### src/rtl/audio_sfx_mixer.sv
`default_nettype none
// audio_sfx_mixer: saturating mix of one-shot SFX ROM samples over the music stream, one sample per tick.
// Revision 1.0
module audio_sfx_mixer #(
   parameter int SLOT_W = 12,
   parameter int N_SFX  = 4
) (
   input  logic              CLK,
   input  logic              RESET,
   input  logic              sample_tick,
   input  logic [7:0]        music_in,
   input  logic [N_SFX-1:0]  sfx_trig,
   input  logic [1:0]        music_vol,
   output logic [1+SLOT_W:0] sfx_rom_addr,
   input  logic [7:0]        sfx_rom_data,
   output logic [7:0]        mix_out,
   output logic              mix_valid,
   output logic              sfx_busy,
   output logic [1:0]        sfx_id
);
   localparam int ID_W = 2;

   localparam logic [1:0] S_IDLE  = 2'd0;
   localparam logic [1:0] S_FETCH = 2'd1;
   localparam logic [1:0] S_WAIT  = 2'd2;
   localparam logic [1:0] S_MIX   = 2'd3;

   logic [1:0]        state;
   logic [1:0]        state_next;
   logic              fetch_en;
   logic              capture_en;
   logic              mix_en;

   logic              trig_any;
   logic [ID_W-1:0]   trig_id;
   logic              pend_valid;
   logic [ID_W-1:0]   pend_id;
   logic              cand_valid;
   logic [ID_W-1:0]   cand_id;
   logic              accept;

   logic [SLOT_W-1:0] offset;
   logic [7:0]        music_lat;
   logic [7:0]        rom_lat;

   logic signed [9:0] music_c;
   logic signed [9:0] music_att;
   logic signed [9:0] sfx_c;
   logic signed [9:0] sum;
   logic [7:0]        mix_next;

   // FSM: state register
   always_ff @(posedge CLK) begin
      if (RESET) state <= S_IDLE;
      else       state <= state_next;
   end

   // FSM: next state
   always_comb begin
      state_next = state;
      case (state)
         S_IDLE:  if (sample_tick) state_next = S_FETCH;
         S_FETCH: state_next = S_WAIT;
         S_WAIT:  state_next = S_MIX;
         S_MIX:   state_next = S_IDLE;
         default: state_next = S_IDLE;
      endcase
   end

   // FSM: stage enables
   always_comb begin
      fetch_en   = (state == S_IDLE) && sample_tick;
      capture_en = (state == S_WAIT);
      mix_en     = (state == S_MIX);
   end

   // Lowest set trigger bit wins
   always_comb begin
      trig_any = 1'b0;
      trig_id  = '0;
      for (int i = N_SFX - 1; i >= 0; i--) begin
         if (sfx_trig[i]) begin
            trig_any = 1'b1;
            trig_id  = ID_W'(i);
         end
      end
   end

   // A trigger arriving with the tick takes precedence over an older pending one.
   always_comb begin
      cand_valid = trig_any | pend_valid;
      cand_id    = trig_any ? trig_id : pend_id;
      accept     = fetch_en && cand_valid && (!sfx_busy || (cand_id <= sfx_id));
   end

   always_ff @(posedge CLK) begin
      if (RESET) begin
         pend_valid <= 1'b0;
         pend_id    <= '0;
      end else if (fetch_en) begin
         pend_valid <= 1'b0;
      end else if (trig_any) begin
         pend_valid <= 1'b1;
         pend_id    <= trig_id;
      end
   end

   always_ff @(posedge CLK) begin
      if (RESET) begin
         sfx_busy     <= 1'b0;
         sfx_id       <= '0;
         offset       <= '0;
         sfx_rom_addr <= '0;
         music_lat    <= 8'd128;
         rom_lat      <= 8'd128;
         mix_out      <= 8'd128;
         mix_valid    <= 1'b0;
      end else begin
         mix_valid <= 1'b0;
         if (fetch_en) begin
            music_lat <= music_in;
            if (accept) begin
               sfx_busy     <= 1'b1;
               sfx_id       <= cand_id;
               offset       <= '0;
               sfx_rom_addr <= {cand_id, {SLOT_W{1'b0}}};
            end else if (sfx_busy) begin
               sfx_rom_addr <= {sfx_id, offset};
            end
         end
         if (capture_en) rom_lat <= sfx_rom_data;
         if (mix_en) begin
            mix_out   <= mix_next;
            mix_valid <= 1'b1;
            if (sfx_busy) begin
               // Last sample of the slot ends the effect; it never wraps or replays.
               if (&offset) sfx_busy <= 1'b0;
               else         offset   <= offset + SLOT_W'(1);
            end
         end
      end
   end

   always_comb begin
      music_c   = $signed({2'b00, music_lat}) - 10'sd128;
      music_att = music_c >>> music_vol;
      sfx_c     = sfx_busy ? ($signed({2'b00, rom_lat}) - 10'sd128) : 10'sd0;
      sum       = music_att + sfx_c;
      if (sum > 10'sd127)       mix_next = 8'd255;
      else if (sum < -10'sd128) mix_next = 8'd0;
      else                      mix_next = sum[7:0] ^ 8'h80;
   end

endmodule
`default_nettype wire
### config.mk
export PLATFORM = sky130hd
export DESIGN_NAME = audio_sfx_mixer
export DESIGN_NICKNAME = d
export VERILOG_FILES = /design/src/rtl/audio_sfx_mixer.sv
export SDC_FILE = /design/constraint.sdc
export NUM_CORES = 1
export LEC_CHECK = 0
export BUFFER_PORTS_ARGS = -buffer_cell sky130_fd_sc_hd__buf_4
export CORE_MARGIN = 5
export CORE_UTILIZATION = 35
export DETAILED_ROUTE_END_ITERATION = 8
export PLACE_DENSITY = 0.63
export SYNTH_ARGS = -nofsm -noshare
export SYNTH_HDL_FRONTEND = slang
export SYNTH_SLANG_ARGS = --single-unit
### constraint.sdc
create_clock -name CLK -period 3.2 [get_ports CLK]
set_input_delay 0.32 -clock CLK [delete_from_list [all_inputs] [get_ports CLK]]
set_output_delay 0.32 -clock CLK [all_outputs]
set_load 0.02 [all_outputs]
Yosys cells after proc, flatten, opt, wreduce, memory -nomap -nowiden. Cells that the tools add are included.

Register bits: 59. Latch bits: 0. RAM bits: 0. Memory bits (read-only): 0. Input bits: 25. Output and inout bits: 26. Word-level logic and storage cells: 63. Memories kept: 0.

$add $sub $neg: 4. Multipliers: 0. Divide/modulo/power cells: 0. Order comparisons: 3. Equal/unequal tests: 4. Shift operators: 1. Multiplexer cells: 27. Bitwise gates (word level): 2. Reductions and logical operators: 11.

Operator list (count): $mux 12 (5); $mux 14 (2); $sub 8x8->9 const B (2); $mux 8 (2); $add 12x1->12 const B (1); $mux 2 (6); $reduce_and 12->1 (1); $add 10x10->10 (1); $gt 10x8->1 const B (1); $lt 10x8->1 const B (1); $mux 1 (10); $mux 10 (1); $sshr 9x2->10 (1); $pmux 2 s4 (1); $eq 2x2->1 const B (2); $reduce_and 2->1 (2); $logic_and 1x1->1 (3); $eq 2x1->1 const B (1); $le 2x2->1 (1); $logic_not 2->1 (1); $ne 2x2->1 const B (1); $reduce_bool 2->1 (1); $reduce_or 2->1 (1); $logic_not 1->1 (1); 3 further kinds (3).

Logic depth before layout (Yosys ltp). Gate-level depths: netlist (run 1).

Depth in word-level cells: 13. Depth in mapped cells: 14. Gate-level depth less buffers: 12.

Least setup slack after synthesis (run 1). Ideal clock, no wire load.

Path kind: in2reg. From: in music_vol[1]. To: reg mix_out[0]. Library setup time: 0.103 ns. Data arrival time: 3.079 ns. Data required time: 3.097 ns. Setup slack: 0.017 ns. Cell stages on the path: 11. Path buffers: 1. Cells stage by stage: clkbuf_1 mux2_2 o21ai_0 inv_1 ha_1 a211oi_2 nor3_1 or3_4 a211oi_4 nor3_1 a2111oi_2.

Word-level cells in the longest chain between the ends: 5. Elaborated cells on any way between the ends: 6. Those cells by class: add/sub (1); order compare (2); shift (1); mux (2).

RTL lines: from (decl) (RTL line 13) `input logic [1:0] music_vol,`; $sshr 9x2->10 * (RTL line 146) `music_att = music_c >>> music_vol;`; $add 10x10->10 * (RTL line 148) `sum = music_att + sfx_c;`; $lt 10x8->1 (RTL line 150) `else if (sum < -10'sd128) mix_next = 8'd0;`; $mux 8 (RTL line 150); $mux 8 * (RTL line 149) `if (sum > 10'sd127) mix_next = 8'd255;`; to (signal assigned) (RTL line 133) `mix_out <= mix_next;`; to (decl) (RTL line 16) `output logic [7:0] mix_out,`.

Every way passes the cells marked *; elsewhere a longest branch is shown, timed or not. A chain may end at the register's enable or synchronous reset.

Final worst setup path (run 1).
From: reg music_lat[3]. To: reg mix_out[1].

Word-level cells in the longest chain between the ends: 6. Elaborated cells on any way between the ends: 7. Those cells by class: add/sub (2); order compare (2); shift (1); mux (2).

RTL lines: from (decl) (RTL line 43) `logic [7:0] music_lat;`; from (signal assigned) (RTL line 121) `music_lat <= music_in;`; $sub 8x8->9 * (RTL line 145) `music_c = $signed({2'b00, music_lat}) - 10'sd128;`; $sshr 9x2->10 * (RTL line 146); $add 10x10->10 * (RTL line 148); $lt 10x8->1 (RTL line 150); $mux 8 (RTL line 150); $mux 8 * (RTL line 149).

Marks and branches as above.

==> metrics.txt, run 1 <==
Clock Sinks=roughly 60; Core Box Area=between 8000 and 9000 um^2; critical path cell sequence=mux2_2 > nand2_1 > o21ai_0 > ha_1 > inv_1 > fa_1 > nand2b_1 > a21oi_1 > o31ai_1 > o2111ai_1 > o21ai_1 > a2111oi_2; worst-margin pin slew=~0.63 ns; Hold EP=rom_lat[7]; Leak=roughly 1.5 nW; CP delay by family, top=compound AO/OA/AOI/OAI gates; Syn Inst Count=371; via count=about 2700; synthesized cell area=3110 um^2; Final ANT Viol Nets=0; final instance area=3720 um^2; clk root buf=clkbuf_8; RePlAce Congestion=0.885; Slowest-stage cell, CP=a2111oi_2; starting DRC count in detailed routing=84; Worst Reg-to-Reg Cells=12; Final HPWL DP=~5300 um; vias in the first global route=around 2700; R2R Setup Slk=slightly above 0.3 ns; placed cell area=3570 um^2; crit path max fanout=7; Worst Setup SP=music_lat[3]; P&R area growth vs syn=19.8%; RSZ-0062 raised after global routing=false; initial core utilization=0.358; clock latency on the worst-skew pair=roughly 0.33 ns; ANT cells=0; CTS max path bufs=2; hold_sp=sfx_rom_data[7]; min Tclk post-route=2.90 ns; Setup CP Type=flip-flop to flip-flop; Final setup viols=0; worst reg2reg startpoint=music_lat[3]; top_reg_cell synth=dfxtp_1; Rows=34; Die W=104 um; CTS buffer count=9; # hold bufs at CTS=0; # DRC=0; Slew HR=0.577; Mean Syn Cell Area=between 8 and 9 um^2; Post-CTS Setup Inserts=0; Die Y=104 um; ys async rst share=0; CTS tree=yes; Nets=459; Reg clk slew, reported paths=roughly 0.06 ns; RR Endpoint=mix_out[1]; Yosys warning count=0; Hold Crit Depth=2; cell count along the critical path=12; ratio of final minimum period to clock period=0.905; Post-synth EDFFs=0; commonest non-fill, non-tap cell in the layout=dfxtp_1; register area share after synthesis=0.380; Worst path max stage delay=~0.42 ns; Startpoint Class=flip-flop; CP arrival=3.12 ns; Max Slew Vio Count=0; Via density=roughly 5.1; PwrDens=approximately 570 nW/um^2; Hold Path Class=primary input to flip-flop; H-tree depth=3; Yosys cell types=51; WP buf/inv=1; most frequent cells in the layout=dfxtp_1 (59), nor2_1 (56), buf_4 (54), nand2_1 (40), a21oi_1 (28); Max-Cap Viols=0; Final Hold Viols=0; IO buf count=50; total gr overflow=0; dpl cells=roughly 510; I/O pin cnt=51; die area=10900 um^2; first-pass GRT wire length=roughly 12000 um; number of synthesized register bits=59; pin count of the biggest net entering global routing=61; GRT Total Usage=0.136; drt first pass iters=4; Mapped Nets=a little over 400; share of cells above drive strength 1=0.181; peak supply drop=around 0.28 mV; non-filler instance count after layout=~530; DRT Wirelength=about 7200 um; initial antenna violation count=0; Fmax=between 300 and 400 MHz; worst endpoint required time=3.42 ns; Setup Skew=between 0.005 and 0.006 ns; routed len/inst=between 10 and 15 um; outcome=complete, no violations; CP Capture Type=flip-flop; CTS resizes=0; setup tns final=0 ns
==> state kept, by name (all words and copies together) (netlist names) <==
| register | cells |
|---|---|
| sfx_id | 2 |
| state | 2 |
| mix_valid | 1 |
| pend_valid | 1 |
| sfx_busy | 1 |
| pend_id | 2 |
| mix_out | 8 |
| sfx_rom_addr | 14 |
| offset | 12 |
| music_lat | 8 |
| rom_lat | 8 |
==> metrics by stage <==
stage	utilization	setup slack, ns	hold slack [ns]	power (mW)
global route	0.429	0.0305	0.180	2.27
CTS	0.429	0.280	0.182	2.14
global placement	0.412	0.190	0.445	1.57
detailed placement	0.412	0.0743	0.449	1.58
floorplan	-	0.0172	0.432	1.38
finish	0.429	0.303	0.193	2.11
==> kinds of logic (layout without fill, tap and decap cells) <==
kind of cell,count (synthesis),in the layout,share of synthesized area
fa+ha+maj,17,17,0.0709
xor+xnor,5,5,0.0141
simple gates,138,138,0.209
flops,59,59,0.380
mux,19,19,0.0620
buf+inv,33,81,0.0407
compound gates,100,100,0.224
==> per-layer routing <==
metal  GRT usage  share of wire
met5           0              0
met4      0.0416          0.014
met3      0.0435          0.048
met2       0.243           0.51
met1       0.154           0.43
==> how the worst max path moves through the flow <==
stage                             to  slack (ns)
after CTS                 mix_out[1]        0.28
after floorplan           mix_out[0]        0.02
after global routing      mix_out[0]        0.03
after global placement    mix_out[1]        0.19
final                     mix_out[1]        0.30
after detailed placement  mix_out[1]        0.07
==> layout make-up <==
| cell class | instances | area, um^2 |
|---|---|---|
| fill | 895 | 4960 |
| multi-input combinational | 279 | 1800 |
| sequential | 59 | 1180 |
| timing repair buffer | 54 | 405 |
| clock buffer | 13 | 149 |
| tap | 108 | 135 |
| inverter | 14 | 52.6 |
==> cells in the mapped netlist (all sizes together) (2+ instances only) <==
cell	number	area, um^2
dfxtp	59	1180
nor2	57	230
nand2	40	150
a21oi	28	140
o21ai	20	100
clkbuf	17	63.8
mux2i	17	170
ha	16	200
inv	14	52.6
a211oi	13	115
a22oi	12	90.1
and2	9	56.3
nand3	9	50.1
nor3	7	35.0
o211ai	5	37.5
nor2b	4	25.0
a21o	3	22.5
or3	3	23.8
xnor2	3	26.3
a2111oi	2	30.0
a211o	2	17.5
a31oi	2	12.5
a41oi	2	36.3
buf	2	10.0
mux2	2	22.5
nand2b	2	12.5
nand3b	2	15.0
o21bai	2	15.0
xor2	2	17.5
==> power by group <==
part | internal, mW | leakage [nW] | switching (mW)
registers | 0.819 | 0.479 | 0.0557
clock network | 0.290 | 0.0754 | 0.261
logic | 0.277 | 0.968 | 0.410
(Power assumes the default switching activity.)
==> run 2: changes to the inputs <==
Settings changed: BUFFER_PORTS_ARGS -buffer_cell sky130_fd_sc_hd__buf_4 to -buffer_cell sky130_fd_sc_hd__buf_2.
==> metrics.txt, run 2 (synthesis gave the netlist of run 1 again) <==
clock latency on the worst-skew pair=0.33 ns (about the same); Hold Path Class=primary input to flip-flop; Pwr Total=2.22 mW (+5.2%); Final HPWL DP=5320 um (+0.72%); WP buf/inv=1 (unchanged); GRT Total Usage=0.138 (+0.00133); critical path cell sequence=mux2_2 > nand2_1 > o21ai_0 > ha_1 > inv_1 > fa_1 > nand2b_1 > a21oi_1 > o2111a_1 > o2111ai_1 > o21ai_1 > a211oi_1; cell count along the critical path=12 (unchanged); Core Box Area=8680 um^2 (unchanged); crit path capture=mix_out[6]; outcome=complete, no violations; Via density=5.15 (about the same); RSZ-0062 raised after global routing=false; total gr overflow=0 (unchanged); min Tclk post-route=2.87 ns (-0.0298 ns); CTS resizes=0 (unchanged); Internal Power=1.49 mW (+7.6%); vias in the first global route=2740 (+2.2%); Reg clk slew, reported paths=0.06 ns (about the same); setup tns final=0 ns (unchanged); commonest non-fill, non-tap cell in the layout=dfxtp_1; Clock power frac=0.306 (+0.045); Slew HR=0.269 (-0.308); CTS tree=yes; Seq pwr share=0.393 (-0.021); crit path max fanout=7 (unchanged); worst reg2reg startpoint=music_lat[3]; worst endpoint required time=3.36 ns (-0.06 ns); P&R area growth vs syn=17.9%; via count=2730 (+0.63%); routed len/inst=13.4 um (-2.0%); placed cell area=3460 um^2 (-3.1%); Worst Setup SP=music_lat[3]; Sw Share=0.329 (-0.0151); Nets=461 (+0.44%); Comb power frac=0.301 (-0.024); R2R Setup Slk=0.33 ns (+0.03 ns); final instance area=3660 um^2 (-1.6%); Post-CTS Setup Inserts=0 (unchanged); initial antenna violation count=0 (unchanged); DRT Wirelength=7120 um (-1.5%); Slowest-stage cell, CP=fa_1; starting DRC count in detailed routing=87 (+3.6%); RR Endpoint=mix_out[6]; ratio of final minimum period to clock period=0.896 (-0.00930); Worst Reg-to-Reg Cells=12 (unchanged); IO buf count=50 (unchanged); CP Capture Type=flip-flop; Worst path max stage delay=0.39 ns (-0.03 ns); CP delay by family, top=compound AO/OA/AOI/OAI gates; Rows=34 (unchanged); most frequent cells in the layout=dfxtp_1 (59), nor2_1 (56), buf_2 (50), nand2_1 (40), a21oi_1 (28); number of flip-flops in the largest register=14 (unchanged); worst-margin pin slew=1.10 ns (+0.461 ns); Leak=1.54 nW (+1.1%); die area=10900 um^2 (unchanged); pin count of the biggest net entering global routing=61 (unchanged); largest registers=sfx_rom_addr x14, offset x12; Die W=104 um (unchanged); Reg with most FFs=sfx_rom_addr; # DRC=0 (unchanged); Final setup viols=0 (unchanged); first-pass GRT wire length=12500 um (+0.50%); CTS buffer count=9 (unchanged); Net Switching=731 uW (+0.54%); CP arrival=3.02 ns (-0.10 ns); Max Slew Vio Count=0 (unchanged); Fmax=349 MHz (+1.0%); Final Hold Viols=0 (unchanged); drt first pass iters=4 (unchanged); RePlAce Congestion=0.889 (+0.42%); Setup Skew=0.00680 ns (+0.00140 ns); non-filler instance count after layout=530 (+0.57%); Final ANT Viol Nets=0 (unchanged); Setup CP Type=flip-flop to flip-flop; I/O pin cnt=51 (unchanged); H-tree depth=3 (unchanged); hold_sp=sfx_rom_data[7]; initial core utilization=0.358 (unchanged); CTS max path bufs=2 (unchanged); PwrDens=607 nW/um^2 (+6.8%); peak supply drop=0.203 mV (-27%); ANT cells=0 (unchanged); Place WS=0.123 ns (+0.0483 ns); Clock Sinks=59 (unchanged); Startpoint Class=flip-flop; # hold bufs at CTS=0 (unchanged); Die Y=104 um (unchanged); clk root buf=clkbuf_8; Max-Cap Viols=0 (unchanged); dpl cells=516 (+0.39%); share of cells above drive strength 1=0.194 (+0.0129); final setup margin=0.333 ns (+0.0298 ns)
-- run 2: how the worst min path moves through the flow --
| stage | endpoint | slack (ns) | depth (start not counted) |
|---|---|---|---|
| CTS | rom_lat[7] | 0.17 | 2 |
| global placement | pend_id[1] | 0.44 | 2 |
| global route | rom_lat[7] | 0.17 | 2 |
| detailed placement | music_lat[1] | 0.45 | 2 |
| finish | rom_lat[7] | 0.20 | 2 |
| floorplan | pend_id[1] | 0.43 | 2 |
-- run 2: per-stage QoR --
step / hold slack (ns) / util
floorplan: 0.432 / -
global placement: 0.444 / 0.399
detailed placement: 0.448 / 0.399
CTS: 0.171 / 0.422
global route: 0.172 / 0.422
finish: 0.196 / 0.422
-- run 2: layout make-up --
type                       count  area [um^2]
tap                          108          135
clock buffer                  12          165
multi-input combinational    279         1800
inverter                      14         52.6
timing repair buffer          56          295
fill                         894         5010
clock inverter                 2         35.0
sequential                    59         1180
-- run 2: power groups by stage --
stage               registers [mW]  logic, mW  clock network, mW
CTS                          0.875      0.677              0.714
finish                       0.874      0.669              0.680
floorplan                    0.912      0.470                  0
detailed placement           0.891      0.676                  0
global route                 0.886      0.759              0.750
global placement             0.888      0.662                  0
-- run 2: per-layer routing --
metal  track usage  share of wire  up-vias
met5             0              0        -
met4        0.0620          0.018        0
met3        0.0435          0.042       10
met2         0.235           0.50       44
met1         0.156           0.44     1274
li1              -              -     1402
